File: src/rtl/vga_sprite_renderer.sv
// 16x16 one-bit sprite overlay for a VGA pixel stream.
// Sprite position changes are taken via a ready/valid port and applied only at the vsync falling edge.
`timescale 1ns/1ps
module vga_sprite_renderer #(
    parameter logic [5:0] FG_COLOUR = 6'b111111,
    parameter logic [5:0] BG_COLOUR = 6'b000001,
    parameter logic [9:0] RESET_X   = 10'd320,
    parameter logic [9:0] RESET_Y   = 10'd240
) (
    input  logic       clk,
    input  logic       reset,
    input  logic       h_sync_in,
    input  logic       v_sync_in,
    input  logic       enable_pixel,
    input  logic [9:0] pixel_x,
    input  logic [9:0] pixel_y,
    input  logic       pos_valid,
    input  logic [9:0] pos_x,
    input  logic [9:0] pos_y,
    output logic       pos_ready,
    output logic [5:0] rgb,
    output logic       h_sync_out,
    output logic       v_sync_out,
    output logic       frame_tick
);

    localparam int unsigned COORD_W  = 10;
    localparam int unsigned SPRITE_W = 16;
    localparam int unsigned IDX_W    = 4;

    typedef enum logic {
        IDLE    = 1'b0,
        PENDING = 1'b1
    } state_t;

    state_t             state, state_next;
    logic [COORD_W-1:0] pending_x, pending_y, pending_x_next, pending_y_next;
    logic [COORD_W-1:0] active_x, active_y, active_x_next, active_y_next;
    logic               vsync_prev;
    logic               frame_boundary_c;

    assign frame_boundary_c = vsync_prev && !v_sync_in;

    // Position FSM: IDLE accepts an offer, PENDING waits for the next frame boundary.
    always_comb begin
        state_next     = state;
        pending_x_next = pending_x;
        pending_y_next = pending_y;
        active_x_next  = active_x;
        active_y_next  = active_y;
        case (state)
            IDLE: begin
                if (pos_valid) begin
                    state_next     = PENDING;
                    pending_x_next = pos_x;
                    pending_y_next = pos_y;
                end
            end
            PENDING: begin
                if (frame_boundary_c) begin
                    state_next    = IDLE;
                    active_x_next = pending_x;
                    active_y_next = pending_y;
                end
            end
            default: state_next = IDLE;
        endcase
    end

    always_ff @(posedge clk or posedge reset) begin
        if (reset) begin
            state      <= IDLE;
            pending_x  <= '0;
            pending_y  <= '0;
            active_x   <= RESET_X;
            active_y   <= RESET_Y;
            vsync_prev <= 1'b1;
            frame_tick <= 1'b0;
            pos_ready  <= 1'b1;
        end else begin
            state      <= state_next;
            pending_x  <= pending_x_next;
            pending_y  <= pending_y_next;
            active_x   <= active_x_next;
            active_y   <= active_y_next;
            vsync_prev <= v_sync_in;
            frame_tick <= frame_boundary_c;
            pos_ready  <= (state_next == IDLE);
        end
    end

    // Stage 1: offset into the sprite, modulo 1024 so the sprite wraps at the edges.
    logic [COORD_W-1:0] dx_c, dy_c;
    logic               hit_c;
    logic [IDX_W-1:0]   s1_dx, s1_dy;
    logic               s1_hit, s1_en, s1_hsync, s1_vsync;

    assign dx_c  = COORD_W'(pixel_x - active_x);
    assign dy_c  = COORD_W'(pixel_y - active_y);
    assign hit_c = enable_pixel && (dx_c[COORD_W-1:IDX_W] == '0) && (dy_c[COORD_W-1:IDX_W] == '0);

    always_ff @(posedge clk or posedge reset) begin
        if (reset) begin
            s1_dx    <= '0;
            s1_dy    <= '0;
            s1_hit   <= 1'b0;
            s1_en    <= 1'b0;
            s1_hsync <= 1'b1;
            s1_vsync <= 1'b1;
        end else begin
            s1_dx    <= dx_c[IDX_W-1:0];
            s1_dy    <= dy_c[IDX_W-1:0];
            s1_hit   <= hit_c;
            s1_en    <= enable_pixel;
            s1_hsync <= h_sync_in;
            s1_vsync <= v_sync_in;
        end
    end

    // Sprite ROM: hollow square outline, bit 15 is the leftmost column.
    function automatic logic [SPRITE_W-1:0] sprite_row(input logic [IDX_W-1:0] row);
        return ((row == 4'd0) || (row == 4'd15)) ? 16'hFFFF : 16'h8001;
    endfunction

    logic [SPRITE_W-1:0] row_bits_c;
    logic                pixel_on_c;

    assign row_bits_c = sprite_row(s1_dy);
    assign pixel_on_c = s1_hit && row_bits_c[IDX_W'(4'd15 - s1_dx)];

    // Stage 2: colour select, syncs delayed alongside.
    always_ff @(posedge clk or posedge reset) begin
        if (reset) begin
            rgb        <= '0;
            h_sync_out <= 1'b1;
            v_sync_out <= 1'b1;
        end else begin
            if (pixel_on_c)
                rgb <= FG_COLOUR;
            else if (s1_en)
                rgb <= BG_COLOUR;
            else
                rgb <= '0;
            h_sync_out <= s1_hsync;
            v_sync_out <= s1_vsync;
        end
    end

endmodule

File: config.mk
export PLATFORM = sky130hd
export DESIGN_NAME = vga_sprite_renderer
export DESIGN_NICKNAME = d
export VERILOG_FILES = /design/src/rtl/vga_sprite_renderer.sv
export SDC_FILE = /design/constraint.sdc
export NUM_CORES = 1
export LEC_CHECK = 0
export CAP_MARGIN = 20
export CELL_PAD_IN_SITES_DETAIL_PLACEMENT = 1
export CELL_PAD_IN_SITES_GLOBAL_PLACEMENT = 2
export CORE_ASPECT_RATIO = 0.7
export CORE_MARGIN = 2
export CORE_UTILIZATION = 37
export CTS_CLUSTER_SIZE = 20
export DETAILED_ROUTE_END_ITERATION = 16
export DONT_BUFFER_PORTS = 1
export PLACE_DENSITY = 0.83
export SKIP_CTS_REPAIR_TIMING = 1
export SLEW_MARGIN = 5
export SYNTH_ARGS = -nofsm -noshare
export SYNTH_HDL_FRONTEND = slang
export SYNTH_SLANG_ARGS = --single-unit
File: constraint.sdc
create_clock -name clk -period 2.15 [get_ports clk]
set_input_delay 0.43 -clock clk [delete_from_list [all_inputs] [get_ports clk]]
set_output_delay 0.43 -clock clk [all_outputs]
set_load 0.005 [all_outputs]
==> results of run 1 <==
-- state kept, by name (all words and copies together) (netlist names) --
name	count
pending_x	10
active_y	10
s1_en	1
s1_dx	4
s1_vsync	1
pos_ready	1
state	1
v_sync_out	1
pending_y	10
s1_hsync	1
s1_hit	1
h_sync_out	1
rgb	2
s1_dy	4
active_x	10
frame_tick	1
-- stage by stage --
step | cell area, um^2 | std cells
finish | 3710 | 395
detailed placement | 3350 | 378
floorplan | 3080 | 262
global route | 3710 | 395
CTS | 3640 | 394
global placement | 3350 | 378
-- worst max-delay path, stage by stage, from the launching register on --
cell and delay (ns):
sky130_fd_sc_hd__dfrtp_1 0.38, sky130_fd_sc_hd__ha_2 0.22, sky130_fd_sc_hd__fa_2 0.34, sky130_fd_sc_hd__nand2b_1 0.16, sky130_fd_sc_hd__a21oi_2 0.19, sky130_fd_sc_hd__nand4_1 0.13, sky130_fd_sc_hd__mux2i_1 0.16, sky130_fd_sc_hd__nor3_1 0.22
sky130_fd_sc_hd__nand4_1 0.14, sky130_fd_sc_hd__nor4_2 0.25
-- cell families after synthesis --
family | count (synthesis) | share of synthesized area, %
muxes | 42 | 15.4
buffers and inverters | 38 | 5.17
and+or+nand+nor | 49 | 8.67
xor gates and xnor gates | 9 | 2.59
AOI/OAI and AO/OA | 45 | 10.5
DFF | 59 | 48.9
adders and majority gates | 20 | 8.71
-- layout make-up --
class | count | area (um^2) | area share, %
flip-flops and latches | 59 | 1490 | 40.1
repair buffers | 24 | 193 | 5.19
clock inverters | 3 | 40.0 | 1.08
clock buffers | 13 | 250 | 6.74
multi-input cells | 165 | 1500 | 40.4
well taps | 101 | 126 | 3.40
inverters | 30 | 113 | 3.03
-- cell usage after synthesis (all sizes together) (2+ instances only) --
master | count | share of area [%]
nor2b | 4 | 0.82
o211ai | 2 | 0.49
nor3 | 3 | 0.49
a2111oi | 3 | 1.7
nor4 | 2 | 0.62
mux2 | 40 | 15
nand2 | 10 | 1.2
nand2b | 4 | 0.82
dfstp | 11 | 9.5
or2 | 2 | 0.41
buf | 5 | 1.1
xnor2 | 4 | 1.1
fa | 2 | 1.3
xor2 | 5 | 1.4
ha | 18 | 7.4
a211oi | 2 | 0.49
dfrtp | 48 | 39
inv | 30 | 3.7
o21ai | 10 | 1.6
nor2 | 11 | 1.4
nand4 | 5 | 1.0
mux2i | 2 | 0.66
a21o | 4 | 0.99
a21oi | 12 | 2.0
clkbuf | 3 | 0.37
nand3 | 2 | 0.33
nor3b | 3 | 0.74
-- how the worst max path moves through the flow --
stage	startpoint	endpoint	slack (ns)	cells past startpoint
final	active_x[0]	s1_hit	-0.12	9
after global routing	active_x[1]	s1_hit	-0.26	10
after CTS	active_x[8]	s1_hit	-0.21	9
after detailed placement	active_x[8]	s1_hit	-0.18	9
after global placement	active_x[8]	s1_hit	-0.13	9
after floorplan	active_x[8]	s1_hit	0.01	9
-- layer usage --
layer / track usage (%) / vias to the layer above / part of all wire, %
met3: 9.72 / 6 / 7.9
met5: 0 / - / 0
met2: 23.5 / 50 / 44
met4: 5.61 / 0 / 0.87
met1: 19.7 / 992 / 48
li1: - / 977 / -
-- where the power goes --
part / switching, uW / internal, uW
combinational: 1030 / 1050
clock: 466 / 923
sequential: 177 / 1500
total: 1670 / 3470
==> results.md, run 1 <==
- The launch point of the worst reg-to-reg path is active_x[0].
- The number of cells traversed by the worst register-to-register path is 9.
- Across all setup checks in the final design, the least slack found is -0.115 ns.
- The first-pass GRT wire length is between 10000 and 15000 um.
- The later pin in the worst-skew pair is clocked with a latency of 0.33 ns.
- Counting every sink on the clock net gives 59.
- In this run, the number of DRC markers left after iteration 0 of detailed routing was between 60 and 70.
- For this run, the post-layout net count is 355.
- The first TritonRoute pass finished after 4 iterations.
- Compared with the post-synthesis result, the final layout area differs by 21.9%.
- The post-route clock period utilization is 105%.
- Derived from the worst setup path, the maximum achievable clock frequency is around 0.44 GHz.
- The combined area of all synthesized cells is 3050 um^2.
- Max-cap violations in this run came to 0.
- The tightest hold path in the finished design has a slack of between 0.02 and 0.03 ns.
- Setup violations remaining at the end of the flow were counted as 1.
- Adding up every negative setup slack in the final design gives -0.115 ns.
- The worst hold path belongs to the class in2async.
- The relative max-transition margin is 64.2%.
- The remaining antenna violation count after routing is 0.
- The kind of critical path is reg2reg.
- The cell sitting at the root of the clock tree is a sky130_fd_sc_hd__clkbuf_16.
- The HPWL after detailed placement is slightly above 5000 um.
- Counting I/O delays and the setup requirement, the final critical path takes roughly 2.3 ns.
- The most frequently used flop master after synthesis is sky130_fd_sc_hd__dfrtp_1.
- The power per unit of standard cell area is between 1000 and 1500 nW/um^2.
- The synthesized design contains 59 register bits.
- STA classifies the critical path endpoint as a flop.
- The routed via count is slightly above 2000.
- Summed over all cells, the static leakage comes to roughly 0.0016 uW.
- The post-detailed-routing wire length is ~6500 um.
- The maximum level of the CTS H-tree is 3.
- The final number of max-transition violations is 0.
- In the synthesized netlist the async set-or-reset flop fraction comes to 100%.
- In the routed layout, each cell is associated on average with a via count of between 5 and 6.
- Entering global routing, the biggest net connects 37 pins.
- Cells fill a little under half of the core in the end.
- The via count of the first global-routing pass is between 2000 and 2500.
- The data arrival time of the critical path is 2.51 ns.
- In this run the mean area of a mapped cell was around 12 um^2.
- The layout has a little over 800 filler cells.
- The synthesized instance count is 262.
- The clock transition time at the flip-flop clock pins of the worst setup and hold paths is around 0.05 ns.
- The core region is about 7900 um^2.
- Global routing finished with a remaining overflow of 0.
- The maximum fanout along the worst path is 4.
- The worst register-to-register path has a setup slack of -0.12 ns.
- The number of failing hold endpoints at the final stage is 0.
- 0 antenna diodes ended up in the layout.
- Setup repair after global routing could not meet its margin everywhere.
- IR analysis of the VDD net gives a maximum drop of between 0.6 and 0.7 mV.
- TritonCTS built the clock tree.
- From left edge to right edge, the die measures 112 um.
- The worst setup path is launched from a flop.
- Pin placement for this block handled 56 I/O pins.
- After synthesis, the netlist uses 48 different library cells.
- The design draws about 5100 uW.
- Between clock sinks in the finished design, the worst skew comes to slightly above 0.006 ns.
- The synthesized netlist net count is 328.
- The data required time of the worst path is approximately 2.4 ns.
- The initial utilization of the core area, before any placement, comes to 38.4%.
- The floorplan step defined a die boundary enclosing about 9000 um^2.
- The number of buffers added on ports is 0.
- The final estimated routing congestion in global placement is roughly 0.85.
- For the pin with the worst max-slew slack, the measured transition is around 0.54 ns.
- The worst-case setup slack after placement is -0.185 ns.
- In this run, CTS created clock tree buffers numbering 9.
- In the final routed layout, each cell accounts on average for ~17 um.
- The number of antenna violations at the first check in global routing is 0.
- The synthesized design contains 0 enable-type register cells.
- The placement row count is 27.
- The maximum buffer depth of the clock tree is 2.
- The warning count from the yosys run is 0.
- The share of post-route cells with drive strength above 1 is 38.1%.
- Summing the sequential cell areas from Yosys gives between 40% and 50% of the chip area.
- In this run the vertical extent of the chip is between 70 and 80 um.
- The post-route DRC violation count is 0.
- The run finished, with violations left.
- The leading cell type in the layout, fill and taps excluded is sky130_fd_sc_hd__dfrtp_1.
- In the layout the commonest cells are sky130_fd_sc_hd__dfrtp_1 (48), sky130_fd_sc_hd__mux2_2 (40), sky130_fd_sc_hd__inv_1 (26).
- The final reports fail on setup timing.
- The endpoint of the lowest-slack register-to-register path is s1_hit.
- The overall global routing resource usage is 16.1%.
Note: power is estimated with default switching activity, not from simulation.
==> run 2, diff against run 1 <==
CTS_CLUSTER_SIZE = 30   (was 20)
HOLD_SLACK_MARGIN = 0.08   (was unset)
==> run 2 against run 1 <==
The run still ends with setup timing left. First-iteration DRC count down 1.6%. Critical path depth unchanged. Sequential share of layout area down 0.32 points. Non-clock buffer count up 3. Clock-buffer cell count unchanged. Final area up 0.81%. Cell count up 0.76%. Clock skew about the same. Via count up 0.69%. Clock power about the same. Sequential cell count unchanged. Highest routed layer unchanged.
==> results.md, run 2 (same netlist as run 1, synthesis figures left out) <==
- Result of the run: finished with violations (unchanged).
- Failing checks: setup timing (unchanged).
- The data arrival time of the critical path is 2.51 ns (about the same).
- The kind of critical path is reg2reg (unchanged).
- The maximum fanout along the worst path is 4 (unchanged).
- The actual slew at the worst max-slew pin is 0.534 ns (was 0.536 ns).
- The maximum level of the CTS H-tree was 3 (unchanged).
- The highest attainable clock frequency came to 0.442 GHz (was 0.441 GHz).
- The effective utilization at floorplan is 38.4% (unchanged).
- The number of endpoints failing setup at the final stage is 1 (unchanged).
- The global-route congestion overflow total is 0 (unchanged).
- The total die area was 8990 um^2 (unchanged).
- The first-pass GRT wire length is 10700 um (unchanged).
- The data required time of the worst path is 2.39 ns (about the same).
- The worst-case setup slack after placement is -0.185 ns (unchanged).
- The power per unit of standard cell area is 1380 nW/um^2 (was 1390 nW/um^2).
- The minimum setup slack in the final design is -0.115 ns (about the same).
- The max-capacitance violation count is 0 (unchanged).
- The number of iterations in the first detailed-routing pass was 4 (unchanged).
- The number of I/O pins is 56 (unchanged).
- The mean number of vias per cell is 5.12 (was 5.13).
- The number of buffers added on ports is 0 (unchanged).
- The remaining antenna violation count after routing is 0 (unchanged).
- The die width is 112 um (unchanged).
- The final number of max-transition violations is 0 (unchanged).
- The worst min-delay path category is in2reg (was in2async).
- The post-route DRC violation count was 0 (unchanged).
- Top library cells by usage in the layout, fill and taps aside: sky130_fd_sc_hd__dfrtp_1 (48), sky130_fd_sc_hd__mux2_2 (40), sky130_fd_sc_hd__inv_1 (26) (unchanged).
- The relative max-transition margin is 64.3% (was 64.2%).
- The placement row count is 27 (unchanged).
- The HPWL after detailed placement is 5100 um (unchanged).
- The overall global routing resource usage is 16.1% (unchanged).
- The leading cell type in the layout, fill and taps excluded is sky130_fd_sc_hd__dfrtp_1 (unchanged).
- The clock transition time at the flip-flop clock pins of the worst setup and hold paths is 0.05 ns (about the same).
- The post-detailed-routing wire length is 6560 um (was 6540 um).
- The final instance area is 3740 um^2 (was 3710 um^2).
- The mean routed wirelength per cell came to 16.5 um (was 16.6 um).
- RSZ-0062 raised after global routing: yes (unchanged).
- The maximum buffer depth of the clock tree is 2 (unchanged).
- The worst hold path depth is 0.
- The final layout net count is 358 (was 355).
- The starting DRC count in detailed routing is 61 (was 62).
- The share of post-route cells with drive strength above 1 is 37.7% (was 38.1%).
- The maximum resistive drop on vdd is 0.696 mV (was 0.697 mV).
- The number of antenna violations at the first check in global routing is 0 (unchanged).
- The number of fill cells is 820 (was 821).
- The master cell of the clock root buffer is sky130_fd_sc_hd__clkbuf_16 (unchanged).
- The final estimated routing congestion in global placement is 0.854 (unchanged).
- The TritonCTS clock tree is yes (unchanged).
- The number of placed cells counting well taps is 378 (unchanged).
- The total power draw is 5150 uW (about the same).
- The category of the worst setup path launch point was a flop (unchanged).
- The cell area after placement is 3350 um^2 (unchanged).
- The total number of clock tree sinks came to 59 (unchanged).
- The leakage component of the power was 0.00166 uW (was 0.00165 uW).
- The core box area is 7940 um^2 (unchanged).
- The via count of the first global-routing pass came to 2202 (unchanged).
- The shortest clock period the worst path allows after layout was 2.26 ns (was 2.27 ns).
- The post-route clock period utilization was 105% (about the same).
- The die height was 79.9 um (unchanged).
- The pin count of the biggest net entering global routing is 37 (unchanged).
- The number of failing hold endpoints at the final stage came to 0 (unchanged).
- The number of CTS-inserted buffers is 9 (unchanged).
- The maximum clock skew at final layout came to 0.00652 ns (was 0.00610 ns).
- The layout overhead on the synthesized area is 22.9% (was 21.9%).
- The final cell count without fillers came to 398 (was 395).
- The clock latency of the later-clocked register in the worst-skew pair is 0.33 ns (about the same).
- The endpoint kind of the worst setup timing path is a flop (unchanged).
- The routed via count is 2039 (was 2025).
- The number of cells traversed by the worst register-to-register path is 9 (unchanged).
- The count of inserted antenna diode cells is 0 (unchanged).
run 2: report_power, final:
group / switching [uW] / internal [uW] / leakage [uW]
clock network: 466 / 923 / 0.000144
registers: 177 / 1500 / 0.000683
logic: 1030 / 1050 / 0.000832
run 2: final cells by class:
class / instances / area, um^2 / area share [%]
flip-flops and latches: 59 / 1490 / 39.8
inverters: 30 / 113 / 3.01
clock inverters: 3 / 40.0 / 1.07
clock buffers: 13 / 250 / 6.68
multi-input cells: 165 / 1500 / 40.1
well taps: 101 / 126 / 3.38
repair buffers: 27 / 223 / 5.95
run 2: worst max-delay path, stage by stage, from the launching register on:
cell	delay [ns]
sky130_fd_sc_hd__dfrtp_1	0.38
sky130_fd_sc_hd__ha_2	0.22
sky130_fd_sc_hd__fa_2	0.34
sky130_fd_sc_hd__nand2b_1	0.16
sky130_fd_sc_hd__a21oi_2	0.19
sky130_fd_sc_hd__nand4_1	0.13
sky130_fd_sc_hd__mux2i_1	0.16
sky130_fd_sc_hd__nor3_1	0.22
sky130_fd_sc_hd__nand4_1	0.14
sky130_fd_sc_hd__nor4_2	0.25
run 2: worst paths after layout:
check                              from          end  slack, ns
max                         active_x[0]       s1_hit      -0.11
min                        enable_pixel        s1_en       0.13
max reg2reg                 active_x[0]       s1_hit      -0.11
min reg2reg                    s1_hsync   h_sync_out       0.35
max in group asynchronous         reset  active_y[4]       0.91
min in group asynchronous         reset  active_x[2]       0.61
run 2: metal layers:
layer,vias up,GRT usage (%),share of wire [%]
met5,-,0,0
met2,50,23.5,44
met1,999,19.7,47
met4,0,5.61,0.87
met3,6,9.72,8.3
li1,984,-,-
run 2: through the flow:
stage / utilization [%] / TNS (ns) / hold WS [ns]
3_5_place_dp: 42.2 / -0.185 / 0.347
3_3_place_gp: 42.2 / -0.133 / 0.350
5_1_grt: 47.2 / -0.264 / 0.0999
6_report: 47.2 / -0.115 / 0.126
2_1_floorplan: - / 0 / 0.345
4_1_cts: 45.8 / -0.212 / 0.0317
